`src/rtl/mem_wb_latch.sv`:
```
// mem_wb_latch -- MEM/WB pipeline register of the MIPS core.
//
// Captures the ALU result, the formatted load data and the write-back
// controls at the end of MEM and presents them to WB for one cycle.
// Load data is aligned and sign/zero extended (LB/LBU/LH/LHU/LW) before
// the register. Edge priority: reset > flush > stall > normal load.
//
// Optional feature, macro MEM_WB_HALT_EN:
//   adds i_halt / o_halt. o_halt is sticky until reset. While it is set
//   the register holds every field (flush is ignored, reset still applies).
//
// Ports:
//   i_clk           system clock, rising edge
//   i_reset         synchronous active-high reset
//   i_stall         hold all registered state
//   i_flush         load a bubble
//   i_valid         MEM stage holds a real instruction
//   i_data_alu      ALU result / store address
//   i_data_mem_raw  raw word read from data memory
//   i_addr_low      byte offset of the load address
//   i_mem_size      00 byte, 01 halfword, 10/11 word
//   i_mem_unsigned  1 = zero-extend, 0 = sign-extend
//   i_mem_to_reg    1 = write back load data
//   i_reg_write     instruction writes the register file
//   i_rd_addr       destination register
//   i_halt          (MEM_WB_HALT_EN) instruction in MEM is HALT
//   o_data_alu      registered ALU result
//   o_data_mem      registered formatted load data
//   o_wb_select     WB mux select, 1 = ALU, 0 = memory
//   o_reg_write     register-file write enable ($zero suppressed)
//   o_rd_addr       destination register
//   o_valid         WB stage holds a real instruction
//   o_halt          (MEM_WB_HALT_EN) sticky halt flag

module mem_wb_latch #(
  parameter int NB_INST = 32,
  parameter int NB_ADDR = 5
) (
  input  logic               i_clk,
  input  logic               i_reset,
  input  logic               i_stall,
  input  logic               i_flush,
  input  logic               i_valid,
  input  logic [NB_INST-1:0] i_data_alu,
  input  logic [NB_INST-1:0] i_data_mem_raw,
  input  logic [1:0]         i_addr_low,
  input  logic [1:0]         i_mem_size,
  input  logic               i_mem_unsigned,
  input  logic               i_mem_to_reg,
  input  logic               i_reg_write,
  input  logic [NB_ADDR-1:0] i_rd_addr,
`ifdef MEM_WB_HALT_EN
  input  logic               i_halt,
  output logic               o_halt,
`endif
  output logic [NB_INST-1:0] o_data_alu,
  output logic [NB_INST-1:0] o_data_mem,
  output logic               o_wb_select,
  output logic               o_reg_write,
  output logic [NB_ADDR-1:0] o_rd_addr,
  output logic               o_valid
);

  localparam logic [1:0] SIZE_BYTE = 2'b00;
  localparam logic [1:0] SIZE_HALF = 2'b01;

  logic [7:0]         byte_sel;
  logic [15:0]        half_sel;
  logic               ext_bit;
  logic [NB_INST-1:0] mem_fmt;
  logic               hold;

  // Little-endian lane selection; halfword ignores addr_low[0] (no trap).
  always_comb begin
    byte_sel = 8'h00;
    half_sel = 16'h0000;
    ext_bit  = 1'b0;
    mem_fmt  = i_data_mem_raw;
    case (i_addr_low)
      2'd0:    byte_sel = i_data_mem_raw[7:0];
      2'd1:    byte_sel = i_data_mem_raw[15:8];
      2'd2:    byte_sel = i_data_mem_raw[23:16];
      default: byte_sel = i_data_mem_raw[31:24];
    endcase
    half_sel = i_addr_low[1] ? i_data_mem_raw[31:16] : i_data_mem_raw[15:0];
    case (i_mem_size)
      SIZE_BYTE: begin
        ext_bit = ~i_mem_unsigned & byte_sel[7];
        mem_fmt = {{(NB_INST-8){ext_bit}}, byte_sel};
      end
      SIZE_HALF: begin
        ext_bit = ~i_mem_unsigned & half_sel[15];
        mem_fmt = {{(NB_INST-16){ext_bit}}, half_sel};
      end
      default: mem_fmt = i_data_mem_raw;
    endcase
  end

`ifdef MEM_WB_HALT_EN
  // Once halted the stage is frozen; only reset releases it.
  assign hold = o_halt;
`else
  assign hold = 1'b0;
`endif

  always_ff @(posedge i_clk) begin
    if (i_reset) begin
      o_data_alu  <= '0;
      o_data_mem  <= '0;
      o_wb_select <= 1'b1;
      o_reg_write <= 1'b0;
      o_rd_addr   <= '0;
      o_valid     <= 1'b0;
    end else if (hold) begin
      o_data_alu  <= o_data_alu;
    end else if (i_flush) begin
      o_data_alu  <= '0;
      o_data_mem  <= '0;
      o_wb_select <= 1'b1;
      o_reg_write <= 1'b0;
      o_rd_addr   <= '0;
      o_valid     <= 1'b0;
    end else if (!i_stall) begin
      o_data_alu  <= i_data_alu;
      o_data_mem  <= mem_fmt;
      o_wb_select <= ~i_mem_to_reg;
      // Writes to $zero are dropped here so the register file need not check.
      o_reg_write <= i_reg_write & i_valid & (i_rd_addr != '0);
      o_rd_addr   <= i_rd_addr;
      o_valid     <= i_valid;
    end
  end

`ifdef MEM_WB_HALT_EN
  always_ff @(posedge i_clk) begin
    if (i_reset) begin
      o_halt <= 1'b0;
    end else if (!o_halt && !i_flush && !i_stall && i_valid && i_halt) begin
      o_halt <= 1'b1;
    end
  end
`endif

endmodule

```
`config.mk`:
```
export PLATFORM = sky130hd
export DESIGN_NAME = mem_wb_latch
export DESIGN_NICKNAME = d
export VERILOG_FILES = /design/src/rtl/mem_wb_latch.sv
export SDC_FILE = /design/constraint.sdc
export NUM_CORES = 1
export LEC_CHECK = 0
export BUFFER_PORTS_ARGS = -buffer_cell sky130_fd_sc_hd__buf_2
export CORE_MARGIN = 3
export CORE_UTILIZATION = 45
export CTS_CLUSTER_DIAMETER = 40
export DETAILED_ROUTE_END_ITERATION = 12
export HOLD_SLACK_MARGIN = 0.02
export PLACE_DENSITY_LB_ADDON = 0.15
export SETUP_SLACK_MARGIN = 0.02
export SLEW_MARGIN = 20
export SYNTH_ARGS = -nofsm -noshare
export SYNTH_HDL_FRONTEND = slang
export SYNTH_SLANG_ARGS = --single-unit
```
`constraint.sdc`:
```
create_clock -name i_clk -period 3.63 [get_ports i_clk]
set_input_delay 0.1815 -clock i_clk [delete_from_list [all_inputs] [get_ports i_clk]]
set_output_delay 0.1815 -clock i_clk [all_outputs]
set_load 0.05 [all_outputs]
```
==> run_results.csv, run 1 <==
group,metric,value,unit
routing,routed_wl,8380,um
clock_network,cts-root-buf,"clkbuf_8",
yosys,synth_ff_type,"dfxtp_1",
floorplanning,chipHeight,89.7,um
yosys,async_reset_ff_frac,0,
clock_network,cts_tree,"yes",
yosys,synth_top_family_by_area,"compound AO/OA/AOI/OAI gates",
clock_network,clk_latency,0.33,ns
yosys,synth_seq_area_share,0.458,
yosys,synth-simple-area-share,0.118,
timing,slew_violations,0,
clock_network,post_cts_buffers,0,
setup_path,worstPathRequired,3.78,ns
yosys,synthCells,331,
global_routing,grt_pass1_wl,12800,um
clock_network,cts_max_level,3,
clock_network,cts_sinks,72,
yosys,ys_warn_count,0,
run,cap_viol_max_count,0,
yosys,syn_nets,412,
timing,max_clock_freq,0.551,GHz
yosys,synth_area,3150,sq um
placement,postPlaceCellArea,3920,sq um
timing,finalCritPeriodShare,0.500,
clock_network,cts_resized,0,
clock_network,postCtsHoldBufs,0,
floorplanning,io_pins,153,
pwr,power_per_cell_area,452,nW/um^2
timing,worstMarginPinSlew,0.865,ns
yosys,synthAdderAreaFrac,0,
clock_network,clock_path_buffers,2,
placement,routabilityCongestion,0.807,
floorplanning,initial_utilization,0.480,
setup_path,path_class,"input pin to register",
pwr,ir_drop,215,uV
global_routing,grt_pass1_vias,2666,
clock_network,cts_buffers,9,
yosys,synth_compound_area_frac,0.217,
timing,fin_ws,1.82,ns
routing,drt_iter0_drc,136,
timing,tns,0,ns
placement,dp_hpwl,6040,um
global_routing,antenna_found_initial,1,
routing,drt-pass1-iter-count,4,
finish,design_area,4140,sq um
setup_path,crit_arrival,1.97,ns
global_routing,track_usage,0.203,
yosys,synth_xor_xnor_area_share,0,
floorplanning,coreArea,6570,sq um
timing,slew_headroom,0.421,
timing,fin_crit,1.81,ns
yosys,yosys_register_bits,72,
hold_path,min_path_type,"input pin to register",
setup_path,crit_path_end_kind,"register",
routing,ant_nets,0,
placement,dp_slack,1.47,ns
yosys,ys_types,33,
clock_network,path_clk_slew,0.09,ns
placement,port_buffers,152,
finish,final_nets,551,
finish,layout-drive-gt1-share,0.383,
routing,viasPerCell,5.21,
timing,hold_violations,0,
yosys,synth_edf_count,0,
timing,rsz0062_at_grt,"no",
routing,drt-wirelength-per-cell,14.8,um
routing,vias,2959,
status,status,"completed",
global_routing,grt-ovfl-total,0,
finish,area_growth,31.5,%
finish,n_antenna_cell,0,
yosys,syn_avg_cell_area,9.51,sq um
routing,drc,0,
global_routing,grt_start_max_net_pins,54,
setup_path,crit_fanout,20,
floorplanning,fp.dieArea,8040,sq um
floorplanning,rows,29,
timing,final-setup-viol-count,0,
timing,clock_skew,0,ns
setup_path,start_kind,"input pin",
pwr,power_leakage,2.07,nW
floorplanning,die_w,89.7,um
yosys,synth.area.mux_share,0.134,
-- cells in the final DEF (no fill, tap or decap), types with 6 or more instances in the layout --
| master | n |
|---|---|
| a21o_1 | 15 |
| a221oi_1 | 16 |
| a221oi_2 | 10 |
| a22oi_1 | 8 |
| a311oi_1 | 6 |
| buf_2 | 151 |
| clkbuf_8 | 9 |
| dfxtp_1 | 72 |
| inv_1 | 29 |
| mux2i_1 | 41 |
| nand2_1 | 20 |
| nand3_1 | 7 |
| nor2_1 | 42 |
| nor2b_1 | 9 |
| o22ai_1 | 7 |
| o31ai_1 | 6 |
-- through the flow --
stage | cells | util | hold slack [ns] | power (W)
CTS | 568 | 0.630 | 0.0635 | 0.00189
detailed placement | 552 | 0.597 | 0.418 | 0.00120
global placement | 552 | 0.597 | 0.408 | 0.00120
floorplan | 331 | - | 0.325 | 0.00110
finish | 568 | 0.631 | 0.0705 | 0.00187
global route | 568 | 0.631 | 0.0694 | 0.00196
-- metal layers --
layer	up-vias	GRT usage	part of all wire
met5	-	0	0.0016
met3	12	0.0529	0.087
met2	110	0.320	0.47
met4	2	0.0663	0.011
li1	1450	-	-
met1	1385	0.271	0.43
-- synth_stat cells, types with 2 or more instances --
cell | number | area [sq um]
a221oi_1 | 16 | 140
nand3_1 | 7 | 35.0
a21oi_1 | 2 | 10.0
o22ai_1 | 7 | 43.8
a22o_1 | 2 | 17.5
nand2_1 | 20 | 75.1
nor2_1 | 42 | 158
a311oi_1 | 6 | 52.6
a22oi_1 | 8 | 60.1
dfxtp_1 | 72 | 1440
buf_4 | 2 | 15.0
o31ai_1 | 6 | 45.0
a221oi_2 | 10 | 150
nor3_1 | 3 | 15.0
mux2i_1 | 41 | 410
clkbuf_1 | 14 | 52.6
nor2b_1 | 9 | 56.3
buf_2 | 7 | 35.0
a21o_1 | 15 | 113
inv_1 | 29 | 109
-- state kept, by name (all words and copies together), names as in the netlist --
| signal | count |
|---|---|
| o_wb_select | 1 |
| o_reg_write | 1 |
| o_data_mem | 32 |
| o_valid | 1 |
| o_data_alu | 32 |
| o_rd_addr | 5 |
-- worst max-delay path, cell delays in order --
cell and delay (ns):
buf_2 0.31, mux2_2 0.38, a21o_1 0.20, o32ai_4 0.71, a221oi_1 0.18
-- final cells by class --
cell class / instances / area (sq um)
fillers: 601 / 2420
flip-flops and latches: 72 / 1440
inverters: 29 / 109
clock buffers: 10 / 128
repair buffers: 154 / 778
clock inverters: 6 / 91.3
well taps: 93 / 116
multi-input cells: 204 / 1480
-- power breakdown --
part,internal [W],switching (W)
sequential,0.000819,0.0000135
clock,0.000391,0.000300
combinational,0.000114,0.000235
total,0.00132,0.000549
-- worst paths after layout --
kind | startpoint | endpoint | slack, ns | depth (start not counted)
setup reg to reg | o_data_mem[7] | o_data_mem[7] | 2.87 | 2
hold reg to reg | o_data_mem[26] | o_data_mem[26] | 0.47 | 2
setup / recovery | i_addr_low[1] | o_data_mem[31] | 1.82 | 5
hold / removal | i_data_alu[6] | o_data_alu[6] | 0.07 | 3
-- kinds of logic (layout without fill, tap and decap cells) --
family,Yosys count,count (layout)
AO/OA/AOI/OAI,76,76
AND/OR/NAND/NOR,86,86
flip-flops,72,72
buffers and inverters,55,199
multiplexers,42,42
No activity file was read; power rests on OpenSTA's default activity.
==> run 2, diff against run 1 <==
CORE_UTILIZATION = 41   (was 45)
clock period = 1.6 ns   (was 3.63 ns; I/O delays follow)
==> run_results.csv, run 2 (synthesized netlist as in run 1, its figures left out) <==
group,metric,value,unit
clock_network,clock_path_buffers,2,
finish,layout-drive-gt1-share,0.361,
setup_path,startpoint,"i_stall",
finish,mostFrequentLayoutCells,"buf_2, dfxtp_1, dlygate4sd3_1, nor2_1, mux2i_1",
global_routing,grt-ovfl-total,0,
timing,tns,0,ns
placement,port_buffers,152,
finish,n_antenna_cell,0,
floorplanning,fp.dieArea,8770,sq um
clock_network,cts-root-buf,"clkbuf_8",
pwr,power_per_cell_area,940,nW/um^2
timing,final-setup-viol-count,0,
setup_path,crit_arrival,1.65,ns
routing,routed_wl,9270,um
timing,hold_violations,0,
status,status,"completed",
clock_network,cts_buffers,9,
clock_network,clk_latency,0.34,ns
setup_path,start_kind,"input pin",
routing,ant_nets,0,
clock_network,path_clk_slew,0.08,ns
clock_network,cts_tree,"yes",
setup_path,crit_fanout,59,
setup_path,crit_path_end,"o_data_mem[30]",
clock_network,cts_sinks,72,
setup_path,reg2reg_slack,0.82,ns
setup_path,crit_path_end_kind,"register",
routing,drt_iter0_drc,117,
finish,area_growth,48.5,%
timing,slew_violations,0,
timing,clock_skew,0,ns
routing,viasPerCell,4.94,
timing,slew_headroom,0.623,
floorplanning,chipHeight,93.6,um
timing,whs,0.0408,ns
global_routing,grt_start_max_net_pins,65,
routing,drt-wirelength-per-cell,14.8,um
clock_network,cts_max_level,3,
pwr,total_power,0.00440,W
global_routing,antenna_found_initial,1,
routing,vias,3087,
finish,top_regs,"o_data_alu: 32 flops, o_data_mem: 32 flops, o_rd_addr: 5 flops",
placement,routabilityCongestion,0.835,
setup_path,rr_worst_depth,2,
timing,fin_crit,1.41,ns
hold_path,min_path_type,"input pin to register",
hold_path,hold_start,"i_data_mem_raw[16]",
timing,max_clock_freq,0.709,GHz
pwr,power_leakage,2.30,nW
global_routing,track_usage,0.207,
global_routing,grt_pass1_wl,14500,um
routing,drc,0,
timing,fin_ws,0.190,ns
setup_path,reg2reg_from,"o_data_mem[9]",
finish,final_common_cell,"buf_2",
timing,rsz0062_at_grt,"no",
finish,final_cells,625,
floorplanning,die_w,93.6,um
setup_path,worstPathRequired,1.84,ns
run,cap_viol_max_count,0,
timing,finalCritPeriodShare,0.881,
timing,worstMarginPinSlew,0.564,ns
global_routing,grt_pass1_vias,3046,
placement,dp_slack,0.177,ns
setup_path,r2r_end,"o_data_mem[9]",
routing,drt-pass1-iter-count,4,
floorplanning,rows,31,
placement,dp.cells,565,
finish,final_nets,602,
floorplanning,coreArea,7370,sq um
setup_path,path_class,"input pin to register",
placement,dp_hpwl,6150,um
floorplanning,io_pins,153,
pwr,ir_drop,511,uV
finish,fill_cells,684,
floorplanning,initial_utilization,0.427,
run 2: routing by layer:
layer  track usage  up-vias  routed length [um]
met1         0.256     1422                4120
met3        0.0531       10                 585
met5             0        -                   7
met4        0.0662        2                  78
li1              -     1559                   -
met2         0.354       94                4480
run 2: metrics by stage:
stage          utilization  area, sq um
2_1_floorplan            -         3150
3_3_place_gp         0.545         4020
3_5_place_dp         0.545         4020
4_1_cts              0.635         4680
5_1_grt              0.635         4680
6_report             0.635         4680
run 2: how the worst min path moves through the flow:
| stage | to | cells after the start |
|---|---|---|
| final | o_data_mem[16] | 3 |
| after global routing | o_data_mem[29] | 3 |
| after CTS | o_data_mem[16] | 3 |
| after detailed placement | o_data_alu[13] | 3 |
| after global placement | o_data_alu[7] | 3 |
| after floorplan | o_data_alu[0] | 2 |
run 2: worst max-delay path: stages:
cell and delay (ns):
dlygate4sd3_1 0.52, buf_4 0.14, buf_12 0.30, o32ai_4 0.15
buf_12 0.18, a221oi_1 0.24
run 2: timing repair:
action	in CTS	in global routing
setup buffers	0	0
hold endpoints to repair	44	0
resized for setup	0	0
hold buffers	44	0
run 2: area by class of cell:
cell class,instances,area (sq um),area share
flip-flops and latches,72,1440,0.308
clock buffers,9,124,0.0265
well taps,99,124,0.0265
inverters,29,109,0.0233
multi-input cells,204,1480,0.316
clock inverters,7,95.1,0.0203
repair buffers,205,1310,0.280
run 2: power breakdown:
group	switching [W]	internal, W	total, W
clock network	0.000714	0.000881	0.00159
logic	0.000556	0.000353	0.000910
registers	0.0000329	0.00186	0.00189
total	0.00130	0.00309	0.00440
==> run 3, diff against run 2 <==
CELL_PAD_IN_SITES_DETAIL_PLACEMENT = 0   (was not set)
CELL_PAD_IN_SITES_GLOBAL_PLACEMENT = 1   (was not set)
CORE_UTILIZATION = 30   (was 41)
SLEW_MARGIN = not set   (was 20)
==> run_results.csv, run 3 (synthesized netlist as in run 1, its figures left out) <==
group,metric,value,unit
floorplanning,initial_utilization,0.315,
floorplanning,io_pins,153,
timing,tns,0,ns
finish,n_antenna_cell,0,
setup_path,path_class,"input pin to register",
routing,drt_iter0_drc,96,
setup_path,critPathSlowestCell,"dlygate4sd3_1",
routing,drt-pass1-iter-count,4,
hold_path,hold_start,"i_data_mem_raw[17]",
pwr,power_per_cell_area,925,nW/um^2
finish,final_common_cell,"buf_2",
routing,drt-wirelength-per-cell,15.1,um
global_routing,grt_pass1_vias,3120,
timing,worstMarginPinSlew,0.590,ns
placement,postPlaceCellArea,4060,sq um
setup_path,critPathTopFamily,"buffers and inverters",
timing,slew_headroom,0.605,
clock_network,path_clk_slew,0.08,ns
clock_network,cts_max_level,3,
floorplanning,chipHeight,108,um
clock_network,clk_latency,0.34,ns
routing,viasPerCell,4.68,
placement,dp_slack,0.149,ns
finish,area_growth,52.0,%
floorplanning,rows,36,
timing,fin_crit,1.45,ns
placement,port_buffers,152,
timing,max_clock_freq,0.688,GHz
placement,dp_hpwl,6890,um
setup_path,crit_path_end_kind,"register",
timing,finalCritPeriodShare,0.908,
timing,rsz0062_at_grt,"no",
finish,top_regs,"o_data_alu: 32 flops, o_data_mem: 32 flops, o_rd_addr: 5 flops",
setup_path,reg2reg_from,"o_data_mem[25]",
setup_path,crit_arrival,1.69,ns
timing,final-setup-viol-count,0,
floorplanning,coreArea,10000,sq um
setup_path,crit_fanout,7,
routing,routed_wl,9990,um
global_routing,grt-ovfl-total,0,
placement,routabilityCongestion,0.730,
setup_path,start_kind,"input pin",
setup_path,critPathBufInv,2,
global_routing,antenna_found_initial,0,
pwr,ir_drop,603,uV
finish,final_nets,607,
floorplanning,die_w,108,um
status,status,"completed",
global_routing,track_usage,0.170,
setup_path,worstPathRequired,1.84,ns
clock_network,cts_tree,"yes",
timing,clock_skew,0,ns
global_routing,grt_start_max_net_pins,59,
timing,fin_ws,0.146,ns
finish,layout-drive-gt1-share,0.360,
clock_network,cts_sinks,72,
clock_network,cts_buffers,9,
finish,fill_cells,1014,
finish,mostFrequentLayoutCells,"buf_2, dfxtp_1, dlygate4sd3_1, nor2_1, mux2i_1",
routing,vias,3104,
global_routing,grt_pass1_wl,15500,um
hold_path,min_path_type,"input pin to register",
finish,design_area,4790,sq um
setup_path,path_cells,"dlygate4sd3_1 > buf_4 > or3_1 > o41ai_1",
setup_path,startpoint,"i_stall",
timing,hold_violations,0,
clock_network,clock_path_buffers,2,
clock_network,cts-root-buf,"clkbuf_8",
routing,drc,0,
pwr,power_leakage,2.33,nW
floorplanning,fp.dieArea,11800,sq um
run,cap_viol_max_count,0,
setup_path,max_stage_delay,0.54,ns
timing,slew_violations,0,
timing,whs,0.0380,ns
routing,ant_nets,0,
-- run 3: cell types whose count changed in the layout (fill, tap and decap cells not counted), sizes merged --
cell / previous run / this run
buf: 161 / 162
inv: 30 / 31
clkinvlp: 1 / 2
clkbuf: 9 / 10
dlymetal6s4s: 0 / 1
dlygate4sd3: 44 / 46
clkinv: 3 / 0
-- run 3: power breakdown --
| group | total, W | internal, W | leakage [nW] | switching (W) |
|---|---|---|---|---|
| Sequential | 0.00189 | 0.00186 | 0.587 | 0.0000304 |
| Combinational | 0.000946 | 0.000376 | 1.64 | 0.000570 |
| Clock | 0.00159 | 0.000880 | 0.102 | 0.000714 |
-- run 3: tightest hold or removal path, cell delays in order --
cell,delay [ns]
buf_2,0.11
nand2_1,0.06
a221oi_1,0.07
-- run 3: repair_timing --
action	4_1_cts	5_1_grt
setup endpoints to repair	0	2
buffers inserted	0	1
hold endpoints to repair	46	0
hold buffers	47	0
resized for setup	0	1
-- run 3: path summary, 6_finish.rpt --
path	endpoint	slack, ns	cells past startpoint
worst max-delay path	o_data_mem[6]	0.15	4
worst min-delay path	o_data_mem[17]	0.04	3
worst max register to register	o_data_mem[25]	0.85	2
worst min register to register	o_data_mem[21]	0.47	2
-- run 3: final cells by class --
| type | count | area (sq um) | share of cell area |
|---|---|---|---|
| clock buffers | 9 | 124 | 0.0259 |
| clock inverters | 6 | 92.6 | 0.0193 |
| inverters | 29 | 109 | 0.0227 |
| multi-input cells | 204 | 1480 | 0.308 |
| flip-flops and latches | 72 | 1440 | 0.301 |
| well taps | 133 | 166 | 0.0348 |
| repair buffers | 210 | 1380 | 0.288 |
-- run 3: through the flow --
step / total power (W) / instances / utilization
after floorplan: 0.00249 / 331 / -
after global placement: 0.00276 / 600 / 0.406
after detailed placement: 0.00276 / 600 / 0.406
after CTS: 0.00449 / 662 / 0.474
after global routing: 0.00465 / 663 / 0.479
final: 0.00443 / 663 / 0.479
-- run 3: per-layer routing --
| metal | global-route usage | share of wire | routed length (um) | vias to the layer above |
|---|---|---|---|---|
| li1 | - | - | - | 1566 |
| met1 | 0.203 | 0.43 | 4290 | 1425 |
| met2 | 0.286 | 0.47 | 4740 | 102 |
| met3 | 0.0645 | 0.082 | 818 | 11 |
| met4 | 0.0433 | 0.015 | 146 | 0 |
| met5 | 0 | 0 | 0 | - |
